===== src/rtl/regfile_dump_reader_pkg.sv =====
// Shared constants and state type for the register-file dump reader.
package regfile_dump_reader_pkg;

  localparam int NUM_REGS   = 32;
  localparam int REG_ADDR_W = $clog2(NUM_REGS);
  localparam int DATA_W     = 32;

  typedef enum logic [1:0] {
    DUMP_IDLE,
    DUMP_FETCH,
    DUMP_SEND
  } dump_state_t;

endpackage


===== src/rtl/regfile_dump_reader_if.sv =====
// Valid/ready stream of (index, data) words leaving the dump reader.
interface regfile_dump_reader_if;
  import regfile_dump_reader_pkg::*;

  logic                  out_valid;
  logic                  out_ready;
  logic [REG_ADDR_W-1:0] out_index;
  logic [DATA_W-1:0]     out_data;
  logic                  out_last;

  modport master (
    output out_valid,
    output out_index,
    output out_data,
    output out_last,
    input  out_ready
  );

  modport slave (
    input  out_valid,
    input  out_index,
    input  out_data,
    input  out_last,
    output out_ready
  );

endinterface


===== src/rtl/regfile_dump_reader.sv =====
// Walks every register through one read port and streams (index, data)
// words to a debug sink, one word per cycle when the sink never stalls.
module regfile_dump_reader
  import regfile_dump_reader_pkg::*;
(
  input  logic                  clk,
  input  logic                  rst_n,
  input  logic                  start,
  input  logic                  abort,
  output logic [REG_ADDR_W-1:0] rd_reg,
  input  logic [DATA_W-1:0]     rd_data,
  output logic                  busy,
  output logic                  done,
  regfile_dump_reader_if.master out_if
);

  dump_state_t           state_q, state_d;
  logic [REG_ADDR_W:0]   ptr_q, ptr_d;
  logic [REG_ADDR_W-1:0] out_index_q, out_index_d;
  logic [DATA_W-1:0]     out_data_q, out_data_d;
  logic                  out_valid_q, out_valid_d;
  logic                  done_q, done_d;
  logic                  out_last;
  logic                  fire;

  // The extra ptr bit lets it reach NUM_REGS after the last capture; the
  // read address is parked at 0 whenever the engine is idle.
  assign rd_reg   = (state_q == DUMP_IDLE) ? '0 : ptr_q[REG_ADDR_W-1:0];
  assign out_last = out_valid_q && (out_index_q == REG_ADDR_W'(NUM_REGS - 1));
  assign fire     = out_valid_q && out_if.out_ready;

  assign out_if.out_valid = out_valid_q;
  assign out_if.out_index = out_index_q;
  assign out_if.out_data  = out_data_q;
  assign out_if.out_last  = out_last;
  assign busy             = (state_q != DUMP_IDLE);
  assign done             = done_q;

  // State register, pointer and output word, cleared by synchronous reset.
  always_ff @(posedge clk) begin
    if (!rst_n) begin
      state_q     <= DUMP_IDLE;
      ptr_q       <= '0;
      out_index_q <= '0;
      out_data_q  <= '0;
      out_valid_q <= 1'b0;
      done_q      <= 1'b0;
    end else begin
      state_q     <= state_d;
      ptr_q       <= ptr_d;
      out_index_q <= out_index_d;
      out_data_q  <= out_data_d;
      out_valid_q <= out_valid_d;
      done_q      <= done_d;
    end
  end

  // Next state: abort cancels anything in flight; a capture loads the word
  // at ptr and advances ptr, either from FETCH or on a non-final handshake.
  always_comb begin
    state_d     = state_q;
    ptr_d       = ptr_q;
    out_index_d = out_index_q;
    out_data_d  = out_data_q;
    out_valid_d = out_valid_q;
    done_d      = 1'b0;

    if (abort) begin
      state_d     = DUMP_IDLE;
      out_valid_d = 1'b0;
    end else begin
      case (state_q)
        DUMP_IDLE: begin
          if (start) begin
            ptr_d   = '0;
            state_d = DUMP_FETCH;
          end
        end
        DUMP_FETCH: begin
          out_data_d  = rd_data;
          out_index_d = ptr_q[REG_ADDR_W-1:0];
          out_valid_d = 1'b1;
          ptr_d       = ptr_q + {{REG_ADDR_W{1'b0}}, 1'b1};
          state_d     = DUMP_SEND;
        end
        DUMP_SEND: begin
          if (fire) begin
            if (out_last) begin
              out_valid_d = 1'b0;
              done_d      = 1'b1;
              state_d     = DUMP_IDLE;
            end else begin
              out_data_d  = rd_data;
              out_index_d = ptr_q[REG_ADDR_W-1:0];
              ptr_d       = ptr_q + {{REG_ADDR_W{1'b0}}, 1'b1};
            end
          end
        end
        default: begin
          state_d     = DUMP_IDLE;
          out_valid_d = 1'b0;
        end
      endcase
    end
  end

endmodule


===== src/flat_wrapper.sv =====
// flat-port wrapper written by rule: the top's interface ports become plain ports
module regfile_dump_reader_flat import regfile_dump_reader_pkg::*;
  (clk, rst_n, start, abort, rd_reg, rd_data, busy, done, out_if_out_valid, out_if_out_index, out_if_out_data, out_if_out_last, out_if_out_ready);
  regfile_dump_reader_if out_if_i ();
  input  logic clk;
  input  logic rst_n;
  input  logic start;
  input  logic abort;
  output logic [REG_ADDR_W-1:0] rd_reg;
  input  logic [DATA_W-1:0] rd_data;
  output logic busy;
  output logic done;
  output wire logic [$bits(out_if_i.out_valid)-1:0] out_if_out_valid;
  output wire logic [$bits(out_if_i.out_index)-1:0] out_if_out_index;
  output wire logic [$bits(out_if_i.out_data)-1:0] out_if_out_data;
  output wire logic [$bits(out_if_i.out_last)-1:0] out_if_out_last;
  input wire logic [$bits(out_if_i.out_ready)-1:0] out_if_out_ready;
  assign out_if_out_valid = out_if_i.out_valid;
  assign out_if_out_index = out_if_i.out_index;
  assign out_if_out_data = out_if_i.out_data;
  assign out_if_out_last = out_if_i.out_last;
  assign out_if_i.out_ready = out_if_out_ready;
  regfile_dump_reader u_core (.clk(clk), .rst_n(rst_n), .start(start), .abort(abort), .rd_reg(rd_reg), .rd_data(rd_data), .busy(busy), .done(done), .out_if(out_if_i));
endmodule

===== config.mk =====
export PLATFORM = sky130hd
export DESIGN_NAME = regfile_dump_reader_flat
export DESIGN_NICKNAME = d
export VERILOG_FILES = /design/src/rtl/regfile_dump_reader_pkg.sv /design/src/rtl/regfile_dump_reader_if.sv /design/src/rtl/regfile_dump_reader.sv /design/src/flat_wrapper.sv
export SDC_FILE = /design/constraint.sdc
export NUM_CORES = 1
export LEC_CHECK = 0
export CAP_MARGIN = 10
export CELL_PAD_IN_SITES_DETAIL_PLACEMENT = 1
export CELL_PAD_IN_SITES_GLOBAL_PLACEMENT = 1
export CORE_MARGIN = 4
export CORE_UTILIZATION = 33
export DETAILED_ROUTE_END_ITERATION = 7
export PLACE_DENSITY = 0.92
export SETUP_SLACK_MARGIN = 0.02
export SLEW_MARGIN = 25
export SYNTH_ARGS = -nofsm -noshare
export SYNTH_HDL_FRONTEND = slang
export SYNTH_SLANG_ARGS = --single-unit

===== constraint.sdc =====
create_clock -name clk -period 3.45 [get_ports clk]
set_input_delay 0.345 -clock clk [delete_from_list [all_inputs] [get_ports clk]]
set_output_delay 0.345 -clock clk [all_outputs]
set_load 0.1 [all_outputs]

# Yosys cells after proc, flatten, opt, wreduce, memory -nomap -nowiden
# Cells that the tools add are included.
dict set report op_classes {
  add_sub_neg 1
  eq_ne 7
  n_mux 19
  bitwise_logic 5
  n_reduce_logical 12
}
# operator count
set op_table {}
lappend op_table {{$mux W32} 2}
lappend op_table {{$pmux W32 S2} 1}
lappend op_table {{$mux W6} 3}
lappend op_table {{$pmux W6 S3} 1}
lappend op_table {{$mux W5} 3}
lappend op_table {{$pmux W5 S2} 1}
lappend op_table {{$add A6 B1 Y6 const B} 1}
lappend op_table {{$mux W2} 3}
lappend op_table {{$ne A2 B2 Y1 const B} 3}
lappend op_table {{$pmux W2 S3} 1}
lappend op_table {{$reduce_and A3 Y1} 2}
lappend op_table {{$eq A5 B5 Y1 const B} 1}
lappend op_table {{$not A1 Y1} 5}
lappend op_table {{$reduce_and A5 Y1} 1}
lappend op_table {{$reduce_and A4 Y1} 1}
lappend op_table {{$reduce_bool A2 Y1} 2}
lappend op_table {{$reduce_or A4 Y1} 1}
lappend op_table {{$mux W1} 3}
lappend op_table {{$pmux W1 S3} 1}
lappend op_table {{$reduce_bool A3 Y1} 1}
lappend op_table {{$eq A2 B1 Y1 const B} 1}
lappend op_table {{$eq A2 B2 Y1 const B} 1}
lappend op_table {{$logic_and A1 B1 Y1} 2}
lappend op_table {{$logic_not A2 Y1} 1}
lappend op_table {{2 further kinds} 2}
dict set report totals {
  regBits 47
  input_bits 37
  output_inout_bits 46
  word_cells 50
}

# Depth between registers and ports, before layout
dict set report depth {
  depth_word 5
  mapped_depth 7
  ltp_nobuf 6
}

# Least setup slack after synthesis
# OpenSTA, ideal clock, no wires.
dict set report synth_timing {
  kind {reg-to-output}
  startpoint {register u_core.out_valid_q, in the netlist u_core.out_if.out_valid}
  endpoint {output port out_if_out_last}
  arrival_time_ns 2.578
  required_time_ns 3.105
  path_slack_ns 0.527
  stages_incl_launch_ff 3
  n_path_buf 0
  cell_sequence {dfxtp_1 > nand4_4 > nor2_1}
}
dict set report synth_via {
  elab_chain_cells 1
}
# item line_no
set synth_rtl {}
lappend synth_rtl {{start, declared} regfile_dump_reader.sv:21} ;# logic out_valid_q, out_valid_d;
lappend synth_rtl {{start signal, assigned} regfile_dump_reader.sv:53} ;# out_valid_q <= out_valid_d;
lappend synth_rtl {{$logic_and A1 B1 Y1} regfile_dump_reader.sv:29} ;# assign out_last = out_valid_q && (out_index_q == REG_ADDR_W'(NUM_REGS - 1));
lappend synth_rtl {{end, declared} flat_wrapper.sv:16} ;# output wire logic [$bits(out_if_i.out_last)-1:0] out_if_out_last;
# No other way between the ends.

# Worst setup path after layout
# Ends and elaborated chain as after synthesis.

==> results by group <==
Status
  – Outcome: finished clean

Synthesis
  – FF+latch count, synth: 46
  – Mapped Nets: 266
  – Post-synth ARST share: 0%
  – Top FF cell, synth: dfxtp_1
  – Post-Synthesis Cells: 225
  – Seq/Total Area, Yosys: 45.38%
  – Syn Std Cell Area: around 2000 um2
  – Commonest cells in the synthesized netlist: nand2_1 (76), dfxtp_1 (46), mux2i_1 (37)
  – Avg Cell Area, Syn: 9.020 um2
  – Synth top area share: about 45%
  – Cell taking the most area after synthesis: dfxtp_1
  – Top cells by area, synth: dfxtp_1 (45%), mux2i_1 (18%), nand2_1 (14%)
  – Synth Warn #: 0
  – Most common cell in the netlist: nand2_1
  – Netlist cell types: 26
  – Post-synth EDFFs: 0

CTS
  – Clk root buf: clkbuf_8
  – CTS tree: yes
  – Num CTS Buffers: 5
  – Worst-Skew Late Latency: 0.29 ns
  – CTS sink cnt: 46
  – Bufs on Longest Clock Path: 2
  – # resized after CTS: 0
  – H-tree depth: 2
  – Setup repair bufs after CTS: 0
  – Cts hold-fix bufs: 0
  – Clock-pin slew on the worst setup and hold paths: 0.08 ns

Die
  – Starting density of the core: 34.08%
  – Chip Width: 86.42 um
  – Chip height: 86.42 um
  – Cell row count: 28
  – Die ar.: 7468 um2
  – IO Pins: between 80 and 90
  – Core ar.: 5956 um2

Critical path
  – Crit-path max cell delay: 1.14 ns
  – Worst setup SP type: register
  – End of the worst register-to-register path: u_core.out_if.out_data[27]
  – CP cell instances: nand4_4, nor2_1, clkdlybuf4s50_1
  – Worst path buffer plus inverter count: 1
  – Reg2reg path depth: 6
  – Crit Path Class: reg2out
  – Flop-to-flop setup slack: roughly 1.4 ns
  – R2R Path Start: u_core.state_q[0]
  – CP Depth: 3
  – CP Launch Point: u_core.out_if.out_valid
  – CP max FO: 7
  – Slowest stage cell, crit path: clkdlybuf4s50_1
  – Setup crit end: out_if_out_last
  – Endpoint class of the critical path: primary output
  – CP top delay family: buffers and inverters
  – Arr. time, crit path: ~2.2 ns
  – Worst path required time: 3.11 ns

Layout
  – Fraction of layout cells with a size suffix above 1: roughly 6.9%
  – Final Util: between 40% and 50%
  – Ant. Diodes: 0
  – Area Growth Syn to Fin: 45.38%
  – Fill cells: 724
  – Final cell count without fillers: 379
  – Design Area, Final: 2950 um2
  – Register Area: between 900 and 1000 um2
  – Layout Nets: 344
  – Area occupied by multi-input gates: 1010 um2

Timing
  – Worst-margin pin slew: between 1 and 1.5 ns
  – Final WS setup: ~0.92 ns
  – Achievable Freq: 0.3958 GHz
  – Slew HR: roughly 33%
  – Min Clock Period, post-route: between 2 and 3 ns
  – Slew Viols, Final: 0
  – Unrepaired setup endpoints after global routing: no
  – Final Hold Viols: 0
  – Setup violators final: 0
  – Tcrit/Tclk final: 73.23%
  – Hold WS: 0.4632 ns
  – Setup TNS: 0 ns
  – Setup Skew: about 0.0066 ns

Global route
  – First-pass GRT wire length: 8.990 mm
  – Global Route Usage Sum: 15.04%
  – Largest net degree at the start of global routing: 53
  – Initial antenna violation count: 0
  – Gr ovfl total: 0
  – Number of global-route vias before repair: approximately 1900

Place
  – Dpl ws: 1.227 ns
  – GP Congestion: 0.8122
  – Placed cell area: between 2000 and 3000 um2
  – Count of input and output buffers: 82
  – Post-DP HPWL: 4.182 mm
  – Inst Count DP: roughly 370

Pwr
  – PD cells: 365.6 nW/um2
  – Total Power: about 1.1 mW
  – Static Leakage: between 1 and 1.5 nW
  – Max VDD drop: 148.9 uV

Routing
  – Total iterations of the first detailed-routing run: 4
  – DR vias/cell: 4.805
  – Final ANT Viol Nets: 0
  – Final wirelength: 5.559 mm
  – Vias: 1821
  – Residual DRC: 0
  – Post-DR wirelength/cell: 14.67 um
  – Initial DRC Count: 44

Run
  – Max Cap Viol: 0

Worst hold path
  – Hold Path Class: reg2reg
[worst min-delay path, stage by stage (launching register included)]
cell and delay (ns):
dfxtp_1 0.32, nand2_1 0.05, mux2i_1 0.05
[how the worst min path moves through the flow]
stage / slack (ns) / cells past startpoint / end / startpoint
CTS: 0.47 / 2 / u_core.out_if.out_data[24] / u_core.out_if.out_data[24]
finish: 0.46 / 2 / u_core.out_if.out_data[24] / u_core.out_if.out_data[24]
detailed placement: 0.46 / 2 / u_core.out_if.out_data[1] / u_core.out_if.out_data[1]
floorplan: 0.45 / 1 / u_core.ptr_q[4] / u_core.ptr_q[4]
global placement: 0.44 / 2 / u_core.out_if.out_data[4] / u_core.out_if.out_data[4]
global route: 0.49 / 2 / u_core.out_if.out_data[9] / u_core.out_if.out_data[9]
[report_power, final]
group / leakage (nW) / total [mW] / switching [mW] / internal (mW)
sequential: 0.372 / 0.547 / 0.00643 / 0.541
combinational: 0.625 / 0.195 / 0.123 / 0.0719
clock: 0.0482 / 0.336 / 0.174 / 0.162
total: 1.04 / 1.08 / 0.304 / 0.775
[cells in the final DEF (no fill, tap or decap), types with 2 or more instances in the layout]
cell,netlist,routed
a21oi_1,7,6
nor2b_1,6,6
o32ai_1,3,3
mux2i_1,37,37
dfxtp_1,46,46
nand3_1,7,7
inv_1,5,5
o21ai_0,5,5
o2111ai_1,2,2
clkbuf_8,0,6
nor2_1,2,2
clkdlybuf4s50_1,0,75
buf_4,0,8
nand2b_1,2,2
nand2_1,76,76
ha_1,4,4
nand3b_1,2,2
[state kept, by name, summed over array words and instances (netlist names)]
register	flops
u_core.done	1
u_core.state_q	2
u_core.out_if.out_valid	1
u_core.ptr_q	5
u_core.out_if.out_index	5
u_core.out_if.out_data	32
[per-layer routing]
layer  up-vias  GRT usage [%]  wire [um]  share of wire [%]
met5         -              0          0                  0
met4         0          3.824         59                1.1
met3         6          4.563        382                6.9
met2        51          26.84       2859                 51
met1       858          17.47       2258                 41
li1        906              -          -                  -
[layout make-up]
| class | count | share of cell area (%) |
|---|---|---|
| clock buffer | 7 | 2.926 |
| inverter | 5 | 0.6361 |
| sequential | 46 | 31.21 |
| tap | 75 | 3.181 |
| multi-input combinational | 161 | 34.22 |
| timing repair buffer | 84 | 27.65 |
| clock inverter | 1 | 0.1696 |
[logic make-up (layout without fill, tap and decap cells)]
kind of cell	count (synthesis)	in the layout	synth area share, %
AOI/OAI and AO/OA	21	21	6.844
adders and majority gates	4	4	2.466
buffers and inverters	18	97	5.425
DFF	46	46	45.38
muxes	38	38	18.80
and+or+nand+nor	98	98	21.08
Note: power is estimated with default switching activity, not from simulation.
